### config.mk
export PLATFORM = sky130hd
export DESIGN_NAME = riscv_mc_control_flat
export DESIGN_NICKNAME = d
export VERILOG_FILES = /design/src/rtl/riscv_mc_control_pkg.sv /design/src/rtl/riscv_mc_control_if.sv /design/src/rtl/riscv_mc_control_alu_decoder.sv /design/src/rtl/riscv_mc_control.sv /design/src/flat_wrapper.sv
export SDC_FILE = /design/constraint.sdc
export NUM_CORES = 1
export LEC_CHECK = 0
export ABC_AREA = 1
export BUFFER_PORTS_ARGS = -buffer_cell sky130_fd_sc_hd__buf_2
export CAP_MARGIN = 5
export CORE_AREA = 2 2 39 41
export CTS_CLUSTER_SIZE = 8
export DETAILED_ROUTE_END_ITERATION = 16
export DIE_AREA = 0 0 41 43
export PLACE_DENSITY_LB_ADDON = 0.05
export SYNTH_ARGS = -nofsm -noshare
export SYNTH_HDL_FRONTEND = slang
export SYNTH_SLANG_ARGS = --single-unit
### constraint.sdc
create_clock -name clk -period 2.92 [get_ports clk]
set_clock_uncertainty 0.2 [all_clocks]
set_input_delay 0.146 -clock clk [delete_from_list [all_inputs] [get_ports clk]]
set_output_delay 0.146 -clock clk [all_outputs]
set_load 0.05 [all_outputs]
### src/rtl/riscv_mc_control_pkg.sv
// Shared encodings for the multicycle RISC-V controller: FSM states, opcodes,
// ALU operations and datapath mux selects.
package riscv_mc_pkg;

    typedef enum logic [3:0] {
        S_RESET    = 4'd0,
        S_FETCH    = 4'd1,
        S_DECODE   = 4'd2,
        S_MEMADR   = 4'd3,
        S_MEMREAD  = 4'd4,
        S_MEMWB    = 4'd5,
        S_MEMWRITE = 4'd6,
        S_EXECUTER = 4'd7,
        S_EXECUTEI = 4'd8,
        S_ALUWB    = 4'd9,
        S_JAL      = 4'd10,
        S_BEQ      = 4'd11
    } state_t;

    localparam logic [6:0] OP_LW  = 7'b0000011;
    localparam logic [6:0] OP_SW  = 7'b0100011;
    localparam logic [6:0] OP_R   = 7'b0110011;
    localparam logic [6:0] OP_I   = 7'b0010011;
    localparam logic [6:0] OP_JAL = 7'b1101111;
    localparam logic [6:0] OP_BEQ = 7'b1100011;

    localparam logic [1:0] ALU_ADD = 2'b00;
    localparam logic [1:0] ALU_SUB = 2'b01;
    localparam logic [1:0] ALU_AND = 2'b10;
    localparam logic [1:0] ALU_OR  = 2'b11;

    localparam logic [1:0] RES_ALUOUT    = 2'b00;
    localparam logic [1:0] RES_MEMDATA   = 2'b01;
    localparam logic [1:0] RES_ALURESULT = 2'b10;

    localparam logic [1:0] SRCA_PC    = 2'b00;
    localparam logic [1:0] SRCA_OLDPC = 2'b01;
    localparam logic [1:0] SRCA_RD1   = 2'b10;

    localparam logic [1:0] SRCB_RD2  = 2'b00;
    localparam logic [1:0] SRCB_IMM  = 2'b01;
    localparam logic [1:0] SRCB_FOUR = 2'b10;

endpackage

### src/rtl/riscv_mc_control_if.sv
// Controller <-> datapath bundle. master = controller, slave = datapath side
// that supplies instruction fields / flags and consumes the control lines.
interface riscv_mc_if #(
    parameter int ALUCTRL_W = 2,
    parameter int STATE_W   = 4
);
    logic [6:0]           op;
    logic [2:0]           funct3;
    logic                 funct7b5;
    logic                 zero;
    logic                 mem_ready;
    logic                 pc_write;
    logic                 adr_src;
    logic                 mem_write;
    logic                 ir_write;
    logic [1:0]           result_src;
    logic [1:0]           alu_src_a;
    logic [1:0]           alu_src_b;
    logic                 reg_write;
    logic [ALUCTRL_W-1:0] alu_control;
    logic                 instr_done;
    logic                 illegal_op;
    logic [STATE_W-1:0]   state_dbg;

    modport master (
        input  op, funct3, funct7b5, zero, mem_ready,
        output pc_write, adr_src, mem_write, ir_write, result_src, alu_src_a,
               alu_src_b, reg_write, alu_control, instr_done, illegal_op, state_dbg
    );

    modport slave (
        output op, funct3, funct7b5, zero, mem_ready,
        input  pc_write, adr_src, mem_write, ir_write, result_src, alu_src_a,
               alu_src_b, reg_write, alu_control, instr_done, illegal_op, state_dbg
    );
endinterface

### src/rtl/riscv_mc_control_alu_decoder.sv
// Combinational ALU operation decode from funct fields; force_sub overrides
// for branch compare.
module riscv_alu_decoder
    import riscv_mc_pkg::*;
#(
    parameter int ALUCTRL_W = 2
) (
    input  logic [2:0]           funct3,
    input  logic                 funct7b5,
    input  logic                 is_rtype,
    input  logic                 force_sub,
    output logic [ALUCTRL_W-1:0] alu_control
);
    logic [1:0] w_op;

    always_comb begin
        w_op = ALU_ADD;
        if (force_sub) begin
            w_op = ALU_SUB;
        end else begin
            case (funct3)
                // addi has no funct7 field, so only R-type may select sub
                3'b000:  w_op = (is_rtype && funct7b5) ? ALU_SUB : ALU_ADD;
                3'b111:  w_op = ALU_AND;
                3'b110:  w_op = ALU_OR;
                default: w_op = ALU_ADD;
            endcase
        end
        alu_control      = '0;
        alu_control[1:0] = w_op;
    end
endmodule

### src/rtl/riscv_mc_control.sv
// Multicycle RISC-V main controller (Moore FSM). Optional memory wait states
// are enabled with `define RISCV_MC_MEM_READY_EN.
module riscv_mc_control
    import riscv_mc_pkg::*;
#(
    parameter int ALUCTRL_W = 2,
    parameter int STATE_W   = 4
) (
    input  logic     clk,
    input  logic     reset,
    riscv_mc_if.master bus
);
    state_t               r_state;
    state_t               w_state_next;
    logic                 w_mem_ok;
    logic [ALUCTRL_W-1:0] w_dec_alu;

    logic                 w_pc_write;
    logic                 w_adr_src;
    logic                 w_mem_write;
    logic                 w_ir_write;
    logic [1:0]           w_result_src;
    logic [1:0]           w_alu_src_a;
    logic [1:0]           w_alu_src_b;
    logic                 w_reg_write;
    logic [ALUCTRL_W-1:0] w_alu_control;
    logic                 w_instr_done;
    logic                 w_illegal_op;

`ifdef RISCV_MC_MEM_READY_EN
    assign w_mem_ok = bus.mem_ready;
`else
    assign w_mem_ok = 1'b1;
`endif

    // Outputs decode from r_state, so an async reset kills writes in-cycle
    always_ff @(posedge clk or negedge reset) begin
        if (!reset) r_state <= S_RESET;
        else        r_state <= w_state_next;
    end

    riscv_alu_decoder #(.ALUCTRL_W(ALUCTRL_W)) u_alu_dec (
        .funct3      (bus.funct3),
        .funct7b5    (bus.funct7b5),
        .is_rtype    (r_state == S_EXECUTER),
        .force_sub   (r_state == S_BEQ),
        .alu_control (w_dec_alu)
    );

    always_comb begin
        w_state_next  = S_FETCH;
        w_pc_write    = 1'b0;
        w_adr_src     = 1'b0;
        w_mem_write   = 1'b0;
        w_ir_write    = 1'b0;
        w_result_src  = RES_ALUOUT;
        w_alu_src_a   = SRCA_PC;
        w_alu_src_b   = SRCB_RD2;
        w_reg_write   = 1'b0;
        w_alu_control = '0;
        w_instr_done  = 1'b0;
        w_illegal_op  = 1'b0;

        case (r_state)
            S_FETCH: begin
                w_adr_src    = 1'b0;
                w_ir_write   = w_mem_ok;
                w_pc_write   = w_mem_ok;
                w_alu_src_a  = SRCA_PC;
                w_alu_src_b  = SRCB_FOUR;
                w_result_src = RES_ALURESULT;
                w_state_next = w_mem_ok ? S_DECODE : S_FETCH;
            end
            S_DECODE: begin
                w_alu_src_a = SRCA_OLDPC;
                w_alu_src_b = SRCB_IMM;
                case (bus.op)
                    OP_LW, OP_SW: w_state_next = S_MEMADR;
                    OP_R:         w_state_next = S_EXECUTER;
                    OP_I:         w_state_next = S_EXECUTEI;
                    OP_JAL:       w_state_next = S_JAL;
                    OP_BEQ:       w_state_next = S_BEQ;
                    default: begin
                        w_state_next = S_FETCH;
                        w_illegal_op = 1'b1;
                    end
                endcase
            end
            S_MEMADR: begin
                w_alu_src_a  = SRCA_RD1;
                w_alu_src_b  = SRCB_IMM;
                w_state_next = (bus.op == OP_LW) ? S_MEMREAD : S_MEMWRITE;
            end
            S_MEMREAD: begin
                w_adr_src    = 1'b1;
                w_result_src = RES_ALUOUT;
                w_state_next = w_mem_ok ? S_MEMWB : S_MEMREAD;
            end
            S_MEMWB: begin
                w_result_src = RES_MEMDATA;
                w_reg_write  = 1'b1;
                w_instr_done = 1'b1;
                w_state_next = S_FETCH;
            end
            S_MEMWRITE: begin
                w_adr_src    = 1'b1;
                w_result_src = RES_ALUOUT;
                w_mem_write  = w_mem_ok;
                w_instr_done = w_mem_ok;
                w_state_next = w_mem_ok ? S_FETCH : S_MEMWRITE;
            end
            S_EXECUTER: begin
                w_alu_src_a   = SRCA_RD1;
                w_alu_src_b   = SRCB_RD2;
                w_alu_control = w_dec_alu;
                w_state_next  = S_ALUWB;
            end
            S_EXECUTEI: begin
                w_alu_src_a   = SRCA_RD1;
                w_alu_src_b   = SRCB_IMM;
                w_alu_control = w_dec_alu;
                w_state_next  = S_ALUWB;
            end
            S_ALUWB: begin
                w_result_src = RES_ALUOUT;
                w_reg_write  = 1'b1;
                w_instr_done = 1'b1;
                w_state_next = S_FETCH;
            end
            S_JAL: begin
                w_alu_src_a  = SRCA_OLDPC;
                w_alu_src_b  = SRCB_FOUR;
                w_result_src = RES_ALUOUT;
                w_pc_write   = 1'b1;
                w_state_next = S_ALUWB;
            end
            S_BEQ: begin
                w_alu_src_a   = SRCA_RD1;
                w_alu_src_b   = SRCB_RD2;
                w_alu_control = w_dec_alu;
                w_result_src  = RES_ALUOUT;
                w_pc_write    = bus.zero;
                w_instr_done  = 1'b1;
                w_state_next  = S_FETCH;
            end
            default: w_state_next = S_FETCH;
        endcase
    end

    assign bus.pc_write    = w_pc_write;
    assign bus.adr_src     = w_adr_src;
    assign bus.mem_write   = w_mem_write;
    assign bus.ir_write    = w_ir_write;
    assign bus.result_src  = w_result_src;
    assign bus.alu_src_a   = w_alu_src_a;
    assign bus.alu_src_b   = w_alu_src_b;
    assign bus.reg_write   = w_reg_write;
    assign bus.alu_control = w_alu_control;
    assign bus.instr_done  = w_instr_done;
    assign bus.illegal_op  = w_illegal_op;
    assign bus.state_dbg   = STATE_W'(r_state);
endmodule

### src/flat_wrapper.sv
// flat-port wrapper written by rule: the top's interface ports become plain ports
module riscv_mc_control_flat import riscv_mc_pkg::*;
#(
    parameter int ALUCTRL_W = 2,
    parameter int STATE_W   = 4
)
  (clk, reset, bus_op, bus_funct3, bus_funct7b5, bus_zero, bus_mem_ready, bus_pc_write, bus_adr_src, bus_mem_write, bus_ir_write, bus_result_src, bus_alu_src_a, bus_alu_src_b, bus_reg_write, bus_alu_control, bus_instr_done, bus_illegal_op, bus_state_dbg);
  riscv_mc_if #(.ALUCTRL_W(ALUCTRL_W), .STATE_W(STATE_W)) bus_i ();
  input  logic clk;
  input  logic reset;
  input wire logic [$bits(bus_i.op)-1:0] bus_op;
  input wire logic [$bits(bus_i.funct3)-1:0] bus_funct3;
  input wire logic [$bits(bus_i.funct7b5)-1:0] bus_funct7b5;
  input wire logic [$bits(bus_i.zero)-1:0] bus_zero;
  input wire logic [$bits(bus_i.mem_ready)-1:0] bus_mem_ready;
  output wire logic [$bits(bus_i.pc_write)-1:0] bus_pc_write;
  output wire logic [$bits(bus_i.adr_src)-1:0] bus_adr_src;
  output wire logic [$bits(bus_i.mem_write)-1:0] bus_mem_write;
  output wire logic [$bits(bus_i.ir_write)-1:0] bus_ir_write;
  output wire logic [$bits(bus_i.result_src)-1:0] bus_result_src;
  output wire logic [$bits(bus_i.alu_src_a)-1:0] bus_alu_src_a;
  output wire logic [$bits(bus_i.alu_src_b)-1:0] bus_alu_src_b;
  output wire logic [$bits(bus_i.reg_write)-1:0] bus_reg_write;
  output wire logic [$bits(bus_i.alu_control)-1:0] bus_alu_control;
  output wire logic [$bits(bus_i.instr_done)-1:0] bus_instr_done;
  output wire logic [$bits(bus_i.illegal_op)-1:0] bus_illegal_op;
  output wire logic [$bits(bus_i.state_dbg)-1:0] bus_state_dbg;
  assign bus_i.op = bus_op;
  assign bus_i.funct3 = bus_funct3;
  assign bus_i.funct7b5 = bus_funct7b5;
  assign bus_i.zero = bus_zero;
  assign bus_i.mem_ready = bus_mem_ready;
  assign bus_pc_write = bus_i.pc_write;
  assign bus_adr_src = bus_i.adr_src;
  assign bus_mem_write = bus_i.mem_write;
  assign bus_ir_write = bus_i.ir_write;
  assign bus_result_src = bus_i.result_src;
  assign bus_alu_src_a = bus_i.alu_src_a;
  assign bus_alu_src_b = bus_i.alu_src_b;
  assign bus_reg_write = bus_i.reg_write;
  assign bus_alu_control = bus_i.alu_control;
  assign bus_instr_done = bus_i.instr_done;
  assign bus_illegal_op = bus_i.illegal_op;
  assign bus_state_dbg = bus_i.state_dbg;
  riscv_mc_control #(.ALUCTRL_W(ALUCTRL_W), .STATE_W(STATE_W)) u_core (.clk(clk), .reset(reset), .bus(bus_i));
endmodule
* Word level (Yosys, flattened, before mapping)
Cells that the tools add are included.
Storage, ports and cells: register bits 4, bits in latches 0, RAM bits 0, bits in read-only memories 0, input bits 15, word-level logic and storage cells 51, memories 0
Cells by class: add/subtract/negate cells 0, multipliers 0, divide/modulo/power cells 0, $lt $le $gt $ge 0, equality and inequality tests 19, shift-type cells 0, mux-type cells 18, bitwise gates (word level) 0, reductions and logical operators 13
Operators by type and width (count):
- 4-bit case mux with 5 select lines | 2
- 4-bit by 3-bit == test with 1-bit output (second input constant) | 4
- 4-bit == test (second input constant) | 4
- 7-bit by 6-bit == test with 1-bit output (second input constant) | 2
- 7-bit == test (second input constant) | 2
- 2-bit case mux with 2 select lines | 3
- 2-bit OR reduction | 5
- 3-bit OR reduction | 3
- 4-bit by 2-bit == test with 1-bit output (second input constant) | 2
- 1-bit two-way mux | 8
- 4-bit OR reduction | 2
- 7-bit by 2-bit == test with 1-bit output (second input constant) | 1
- 7-bit by 5-bit == test with 1-bit output (second input constant) | 1
- 3-bit == test (second input constant) | 2
- 2-bit two-way mux | 3
- 2-bit case mux with 3 select lines | 1
- 6-bit OR reduction | 1
- 4-bit by 1-bit == test with 1-bit output (second input constant) | 1
- 3-bit zero test | 1
- 1-bit case mux with 2 select lines | 1
- 1-bit logical AND | 1

* Depth between registers and ports, before layout
depth after elaboration 6, gate-level depth with buffers 7

* Cells and area by module
Synthesis repeated with hierarchy kept, for this count alone.
Second synthesis, totals: cell total of the unflattened synthesis 96, area total of the unflattened synthesis 506.7 sq um
Modules (own cells, without submodules):
- riscv_mc_control | times used 1, cells each 87, area an instance 473.0 sq um
- riscv_alu_decoder | times used 1, cells each 9, area an instance 33.8 sq um

* Worst setup path before layout
Ideal clock, no wire load.
kind reg-to-output, start point register u_core.r_state[3], in the netlist u_core.bus.state_dbg[3], end point output port bus_alu_control[1], arrival 2.258 ns, data required time 2.574 ns, setup slack 0.316 ns, cell stages (with the launch flop) 5, cells stage by stage dfrtp_1 -> inv_1 -> nor2_2 -> nand2_1 -> a211oi_1
Between the ends: word-level cells in the longest chain between the ends 3
Ends and longest elaborated chain:
- start: declaration | line riscv_mc_control.sv:13 | state_t r_state;
- start signal: assignment | line riscv_mc_control.sv:39 | else r_state <= w_state_next;
- 4-bit by 3-bit == test with 1-bit output, or another cell as far along | line riscv_mc_control.sv:64 | case (r_state)
- 3-bit OR reduction (no source line) or 2-bit two-way mux (tied branches)
- 2-bit two-way mux * | line riscv_mc_control.sv:64
- end: declaration | line flat_wrapper.sv:24 | output wire logic [$bits(bus_i.alu_control)-1:0] bus_alu_control;
Every way passes the cells marked *; elsewhere a longest branch is shown, timed or not.

* Worst setup path in the final report
start point register u_core.r_state[1], in the netlist u_core.bus.state_dbg[1], end point output port bus_alu_control[1]
Same word-level chain as after synthesis.

==> key figures <==
Clocking
  • H-tree Lvls: 1
  • Clock root buffer: clkbuf_4
  • TritonCTS Sinks: 4
  • Setup Fix Bufs, Post-CTS: 0
  • Worst-Skew Late Latency: 0.23 ns
  • CTS Hold Bufs: 1
  • Worst-path clk slew: 0.04 ns
  • Clk buf depth: 2
  • Clock buffer count from CTS: 3
  • Post-CTS sizing: 0
  • TritonCTS clock tree: yes

Global routing
  • First-pass GRT wire length: 1930 um
  • Global Route Usage Sum: 0.156
  • Congestion Overflow GR: 0
  • Largest net degree at the start of global routing: 8
  • Initial antenna violation count: 0
  • Vias in the first global route: 514

Route
  • DRC violations left: 0
  • Routed len/inst: 8.75 um
  • 1st-iter DRT viols: 15
  • Total wire length: 1230 um
  • Via count: 636
  • Met2 WL: 606 um
  • Met3 WL: 89 um
  • Router iterations before antenna repair: 4
  • Antenna viol nets, final: 0
  • Drt via density: 4.54
  • DR top layer: met3
  • Met1 WL: 529 um

Floorplanning
  • Die Wd: 41 um
  • Die ar.: 0.00176 mm2
  • Initial Util: 0.335
  • Core Region: 0.00138 mm2
  • # rows: 14
  • Boundary Pins: 34
  • Die height: 43 um

Synth
  • Post-synth cell types: 16
  • Post-Syn Area per Cell: 5.22 um2
  • Synthesized cell area: 464 um2
  • Synth Net Count: 104
  • Post-synthesis cell count: 89
  • Post-synthesis register bit count: 4
  • Sequential share of the synthesized area: 0.216
  • YS warnings: 0

Pwr
  • Pwr/cell area: 1360 mW/mm2
  • Static Leak: 0.470 nW
  • Maximum vdd drop: 643 uV

Worst setup path
  • Crit path max-delay family: flip-flops
  • CP Depth: 6
  • CP peak stage delay: 0.44 ns
  • Worst Setup Path Type: flip-flop to primary output
  • CP bufs+invs: 3
  • CP Launch Point: u_core.bus.state_dbg[1]$_DFF_PN0_
  • Critical R2R Capture: u_core.bus.state_dbg[1]$_DFF_PN0_
  • Critical Path, Cell by Cell: nand2_1 -> inv_1 -> nand2_1 -> inv_1 -> a211oi_1 -> buf_2
  • Crit. End Element: primary output
  • CP required: 2.57 ns
  • R2r startpoint: u_core.bus.state_dbg[2]$_DFF_PN0_
  • Worst Path Max Fanout: 7
  • Kind of start point of the critical path: flip-flop
  • Crit path DAT: 1.53 ns
  • Cell count of the worst reg-to-reg path: 7
  • CP max-delay cell: dfrtp_1
  • R2R Setup Slk: 1.58 ns
  • CP endpoint: bus_alu_control[1]

Layout
  • Commonest non-fill, non-tap cells in the layout: buf_2 (32), nand2_1 (31), inv_1 (16)
  • # nets final: 141
  • Largest register FFs: 4
  • Most common cell after layout, fill and taps aside: buf_2
  • Area grow syn2layout: 44.2%
  • Layout cell share with drive strength beyond 1: 0.323
  • Non-filler instance count after layout: 140
  • Finished Core Util: 0.484
  • ANT cells: 0

Place
  • RD Place Congestion: 0.719
  • Placed insts: 136
  • DP Worst Slack: 1.27 ns
  • DP Wirelength: 1030 um
  • Number of port buffers: 32

Timing
  • Final number of setup-violating endpoints: 0
  • Final period util: 0.642
  • Worst slew margin: 0.833
  • Final setup TNS: 0 ns
  • Hold Vio Cnt, Final: 0
  • Pins Over Slew Limit: 0
  • Worst-Margin Slew: 0.253 ns
  • RSZ-0062 raised after global routing: no
  • Final worst slack: 1.05 ns
  • Worst hold slack: 0.00581 ns
  • Max frequency: 534 MHz
  • Min Tclk post-route: 1.87 ns

Status
  • Outcome: finished, final reports clean

Hold path
  • Worst hold path type: input port to flip-flop

Run
  • Max Cap Viol: 0
[cell families after synthesis]
logic type | after synthesis | share of synthesized area
DFF | 4 | 0.216
buffers and inverters | 17 | 0.146
and+or+nand+nor | 62 | 0.569
AOI/OAI and AO/OA | 6 | 0.0701
[routing by layer]
layer / up-vias / track usage
met1: 266 / 0.188
met5: - / 0
li1: 346 / -
met2: 24 / 0.256
met4: 0 / 0.0600
met3: 0 / 0.0314
[power by group]
| group | internal (mW) | switching [mW] |
|---|---|---|
| Combinational | 0.153 | 0.584 |
| Clock | 0.0458 | 0.0200 |
| Sequential | 0.0800 | 0.0289 |
[final cells by class]
cell class | count | area [um2]
clock buffers | 3 | 22.5
inverters | 16 | 60.1
flip-flops and latches | 4 | 100
repair buffers | 33 | 170
well taps | 16 | 20.0
multi-input cells | 68 | 297
fillers | 163 | 714
[synthesized netlist by cell type (all sizes together)]
library cell,instances,area share
nand4,1,0.013
inv,16,0.13
a21oi,3,0.032
nor3,3,0.032
a211oi,1,0.016
buf,1,0.016
nor2,15,0.13
nand2,33,0.28
o21ai,2,0.022
nand3,8,0.086
or2,2,0.027
dfrtp,4,0.22
[worst min path at each step]
| stage | from | end | slack, ns | cells after the start |
|---|---|---|---|---|
| after floorplan | reset | u_core.bus.state_dbg[0]$_DFF_PN0_ | -0.35 | 0 |
| after global placement | reset | u_core.bus.state_dbg[1]$_DFF_PN0_ | -0.25 | 1 |
| after detailed placement | reset | u_core.bus.state_dbg[1]$_DFF_PN0_ | -0.25 | 1 |
| after CTS | bus_op[5] | u_core.bus.state_dbg[2]$_DFF_PN0_ | 0.007 | 3 |
| after global routing | bus_op[4] | u_core.bus.state_dbg[2]$_DFF_PN0_ | 0.02 | 3 |
| final | bus_op[5] | u_core.bus.state_dbg[2]$_DFF_PN0_ | 0.006 | 3 |
[tightest hold or removal path, stage by stage]
cell and delay [ns]:
buf_2 0.12, nand3_1 0.08, o21ai_1 0.05
[through the flow]
| stage | total power [mW] | cell area [um2] |
|---|---|---|
| final | 0.912 | 669 |
| after global routing | 0.974 | 669 |
| after CTS | 0.918 | 669 |
| after detailed placement | 0.850 | 637 |
| after global placement | 0.851 | 637 |
| after floorplan | 0.706 | 464 |
Note: power is estimated with default switching activity, not from simulation.
